[src/rtl/bit_serial_adder.sv]
// Bit-serial adder: a single full adder steps through WIDTH-bit operands
// LSB first, with the carry registered between bits and valid/ready on both sides.

module full_adder (
    input  logic a,
    input  logic b,
    input  logic ci,
    output logic sum,
    output logic co
);
    assign sum = a ^ b ^ ci;
    assign co  = (a & b) | (ci & (a ^ b));
endmodule

module bit_serial_adder #(
    parameter int WIDTH = 32
) (
    input  logic             clk,
    input  logic             rst,
    input  logic             in_valid,
    output logic             in_ready,
    input  logic [WIDTH-1:0] x,
    input  logic [WIDTH-1:0] y,
    input  logic             cin,
    output logic             out_valid,
    input  logic             out_ready,
    output logic [WIDTH-1:0] s,
    output logic             cout
);
    localparam int CW = (WIDTH > 1) ? $clog2(WIDTH) : 1;

    typedef enum logic [1:0] {IDLE, BUSY, DONE} state_t;

    state_t           state, state_nx;
    logic [WIDTH-1:0] xs, ys;
    logic [WIDTH-1:0] s_shift;
    logic             carry;
    logic [CW-1:0]    count;
    logic             last;
    logic             fa_sum, fa_cout;

    assign last = (count == CW'(WIDTH - 1));

    full_adder u_fa (
        .a   (xs[0]),
        .b   (ys[0]),
        .ci  (carry),
        .sum (fa_sum),
        .co  (fa_cout)
    );

    // Each new sum bit enters at the MSB so that after WIDTH steps bit 0 sits at s[0].
    if (WIDTH == 1) begin : g_w1
        assign s_shift = fa_sum;
    end else begin : g_wn
        assign s_shift = {fa_sum, s[WIDTH-1:1]};
    end

    // NOTE: sequential state uses non-blocking assignments so every register
    // samples pre-edge values, independent of statement order.
    always_ff @(posedge clk or posedge rst) begin
        if (rst) state <= IDLE;
        else     state <= state_nx;
    end

    // NOTE: every output of this block gets a default first, so no path
    // through the case leaves a signal unassigned and no latch is inferred.
    always_comb begin
        state_nx  = state;
        in_ready  = 1'b0;
        out_valid = 1'b0;
        case (state)
            IDLE: begin
                in_ready = 1'b1;
                if (in_valid) state_nx = BUSY;
            end
            BUSY: begin
                if (last) state_nx = DONE;
            end
            DONE: begin
                out_valid = 1'b1;
                if (out_ready) state_nx = IDLE;
            end
            default: state_nx = IDLE;
        endcase
    end

    always_ff @(posedge clk or posedge rst) begin
        if (rst) begin
            xs    <= '0;
            ys    <= '0;
            carry <= 1'b0;
            count <= '0;
            s     <= '0;
            cout  <= 1'b0;
        end else begin
            case (state)
                IDLE: begin
                    if (in_valid) begin
                        xs    <= x;
                        ys    <= y;
                        carry <= cin;
                        count <= '0;
                    end
                end
                BUSY: begin
                    s     <= s_shift;
                    carry <= fa_cout;
                    xs    <= xs >> 1;
                    ys    <= ys >> 1;
                    count <= count + CW'(1);
                    if (last) cout <= fa_cout;
                end
                default: ;
            endcase
        end
    end
endmodule

[config.mk]
export PLATFORM = sky130hd
export DESIGN_NAME = bit_serial_adder
export DESIGN_NICKNAME = d
export VERILOG_FILES = /design/src/rtl/bit_serial_adder.sv
export SDC_FILE = /design/constraint.sdc
export NUM_CORES = 1
export LEC_CHECK = 0
export ABC_AREA = 0
export BUFFER_PORTS_ARGS = -buffer_cell sky130_fd_sc_hd__clkbuf_2
export CAP_MARGIN = 30
export CORE_MARGIN = 2
export CORE_UTILIZATION = 49
export CTS_CLUSTER_SIZE = 24
export DETAILED_ROUTE_END_ITERATION = 12
export PLACE_DENSITY = 0.86
export REMOVE_ABC_BUFFERS = 1
export SLEW_MARGIN = 20
export SYNTH_ARGS = -nofsm -noshare
export SYNTH_HDL_FRONTEND = slang
export SYNTH_HIERARCHICAL = 1
export SYNTH_SLANG_ARGS = --single-unit
export TNS_END_PERCENT = 30
[constraint.sdc]
create_clock -name clk -period 3.4 [get_ports clk]
set_clock_uncertainty 0.1 [all_clocks]
set_input_delay 0.68 -clock clk [delete_from_list [all_inputs] [get_ports clk]]
set_output_delay 0.68 -clock clk [all_outputs]
set_load 0.02 [all_outputs]
==> results.py <==
metrics = {
    "finish": {
        "seq_area_um2": 2630,
        "antenna_cells": 0,
        "layout_common_cells": "dfrtp_1 (103), clkbuf_2 (103), nand2_1 (65)",
        "fill_cells": 769,
        "syn_to_final_growth_pct": 14.9,
        "design_area_um2": 5270,
        "fin_nets": 565,
        "fin_util_pct": 57.6,
        "multi_input_area_um2": 1740,
        "layout-drive-gt1-share_pct": 33.0,
    },
    "worst_setup_path": {
        "timing.rr.start": "state[1]",
        "cp_slowest_stage_delay_ns": 0.65,
        "ff2ff_setup_slack_ns": 1.23,
        "startpoint": "state[1]",
        "r2r_cells": 3,
        "crit_path_max_fanout": 46,
        "path_class": "reg -> out",
        "path_cells": "buf_4, nor2_1, clkbuf_2",
        "endpoint_kind": "primary output",
        "reg2reg_to": "s[8]",
        "crit_arrival_ns": 1.78,
        "critical_path.slowest_cell": "dfrtp_2",
        "required_ns": 2.62,
        "cp-start-kind": "register",
    },
    "logic_synthesis": {
        "synthDistinctLibCells": 30,
        "ys_ff_latch": 105,
        "synth_edf_count": 0,
        "ys_seq_area_share_pct": 57.2,
        "synth_area_um2": 4590,
        "synth_ff_type": "dfrtp_1",
        "synth_area_per_cell_um2": 11.3,
        "syn_inst": 406,
        "synth_async_sr_flop_share_pct": 100,
        "yosysWarningCount": 6,
    },
    "route": {
        "firstDrtPassIters": 4,
        "drc_errors": 0,
        "vias": 3421,
        "wl_per_cell_um": 16.2,
        "wl_mm": 9.88,
        "viasPerCell": 5.63,
        "detail_route.iter0.violations": 294,
        "ant_nets": 0,
    },
    "run": {
        "drv_cap": 0,
    },
    "power": {
        "p_leak_nw": 2.51,
        "power.total_mw": 4.65,
        "vdd_drop_max_mv": 0.361,
        "pwr_density_cell_nw_per_um2": 882,
    },
    "placed_design": {
        "portBuffers": 103,
        "gp_congestion": 0.762,
        "postPlaceCellArea_um2": 5100,
        "hpwl_mm": 6.54,
        "dpl_worst_slack_ns": 1.25,
    },
    "clock_tree": {
        "clock-root-buffer": "clkbuf_8",
        "cts_tree": "built",
        "cts_buffers": 9,
        "clock-sinks": 105,
        "insertion_delay_ns": 0.37,
        "cts.htree.levels": 3,
        "cts.repair.resized": 0,
        "ctsHoldBuffers": 0,
        "clockBufferDepth": 2,
        "post_cts_buffers": 0,
        "path_clk_slew_ns": 0.10,
    },
    "global_route": {
        "grt_max_degree": 69,
        "grt-ovfl-total": 0,
        "grt_pass1_wl_mm": 16.2,
        "grt_util_all_layers_pct": 20.2,
        "antenna_found_initial": 0,
        "grt_pass1_vias": 3301,
    },
    "timing": {
        "slew_headroom_pct": 40.1,
        "setup_tns_ns": 0,
        "max_freq_ghz": 0.391,
        "slew_violations": 0,
        "setup_violations": 0,
        "worst_pin_slew_ns": 0.897,
        "setup_ws_ns": 0.841,
        "fin_crit_ns": 2.56,
        "fin_crit_sh_pct": 75.3,
        "rsz0062_at_grt": "false",
        "hold_viol": 0,
    },
    "floorplanning": {
        "initial_core_util_pct": 50.2,
        "die_w_um": 101,
        "die_area_um2": 10200,
        "pin_count": 104,
        "core_um2": 9150,
        "die_h_um": 101,
        "rows": 35,
    },
    "worst_hold_path": {
        "hold_path_class": "in -> async",
    },
    "run_status": {
        "outcome": "completed",
    },
}
==> area by class of cell <==
cell class,instances,area share [%]
sequential,105,49.9
multi-input combinational,261,32.9
timing repair buffer,111,10.9
clock buffer,11,2.68
tap,111,2.63
clock inverter,4,0.569
inverter,5,0.403
==> power by group <==
part	switching, mW	internal [mW]	leakage, nW
Combinational	0.972	0.859	1.08
Clock	0.422	0.284	0.0854
Sequential	0.357	1.76	1.35
==> synthesized netlist by cell type, types with 2 or more instances <==
master | instances | area share (%)
nor2b_1 | 5 | 0.68
a21oi_1 | 6 | 0.65
buf_4 | 5 | 0.82
dfrtp_1 | 105 | 57
buf_2 | 11 | 1.2
inv_1 | 5 | 0.41
nand2_1 | 65 | 5.3
a22oi_1 | 55 | 9.0
mux2_4 | 15 | 4.9
buf_6 | 7 | 1.7
a22o_1 | 2 | 0.38
clkbuf_1 | 11 | 0.90
a31oi_1 | 8 | 1.1
o21ai_0 | 40 | 4.4
and2_1 | 8 | 1.1
mux2_2 | 18 | 4.4
o21ai_1 | 26 | 2.8
ha_1 | 2 | 0.54
==> registers in the layout (all words and copies together), names as in the netlist <==
register	cells
ys	32
cout	1
state	2
s	32
carry	1
count	5
xs	32
==> how the worst max path moves through the flow <==
stage / end / slack, ns / cells after the start
6_report: in_ready / 0.84 / 3
5_1_grt: in_ready / 0.73 / 3
4_1_cts: in_ready / 0.84 / 3
3_5_place_dp: xs[15] / 1.25 / 5
3_3_place_gp: in_ready / 1.29 / 3
2_1_floorplan: carry / -0.14 / 1
==> cells by family after synthesis <==
| family | Yosys count | synth area share [%] |
|---|---|---|
| fa+ha+maj | 3 | 0.981 |
| compound gates | 140 | 19.1 |
| simple gates | 84 | 8.01 |
| mux | 34 | 9.56 |
| flops | 105 | 57.2 |
| buf+inv | 40 | 5.12 |
==> critical path: cells and delay by family (launching register included) <==
kind | cells | cell delay [ns]
DFF | 1 | 0.65
and+or+nand+nor | 1 | 0.09
buffers and inverters | 2 | 0.64
==> routing by layer <==
layer | vias up | track usage (%) | wire, µm
met3 | 11 | 6.31 | 590
met1 | 1686 | 27.4 | 4320
li1 | 1609 | - | -
met2 | 115 | 31.8 | 4840
met4 | 0 | 4.85 | 128
met5 | - | 0 | 0
==> stage by stage <==
stage / hold slack, ns / std cells
2_1_floorplan: 0.342 / 371
5_1_grt: 0.300 / 608
3_3_place_gp: 0.355 / 593
6_report: 0.251 / 608
3_5_place_dp: 0.370 / 593
4_1_cts: 0.284 / 608
(Power assumes the default switching activity.)
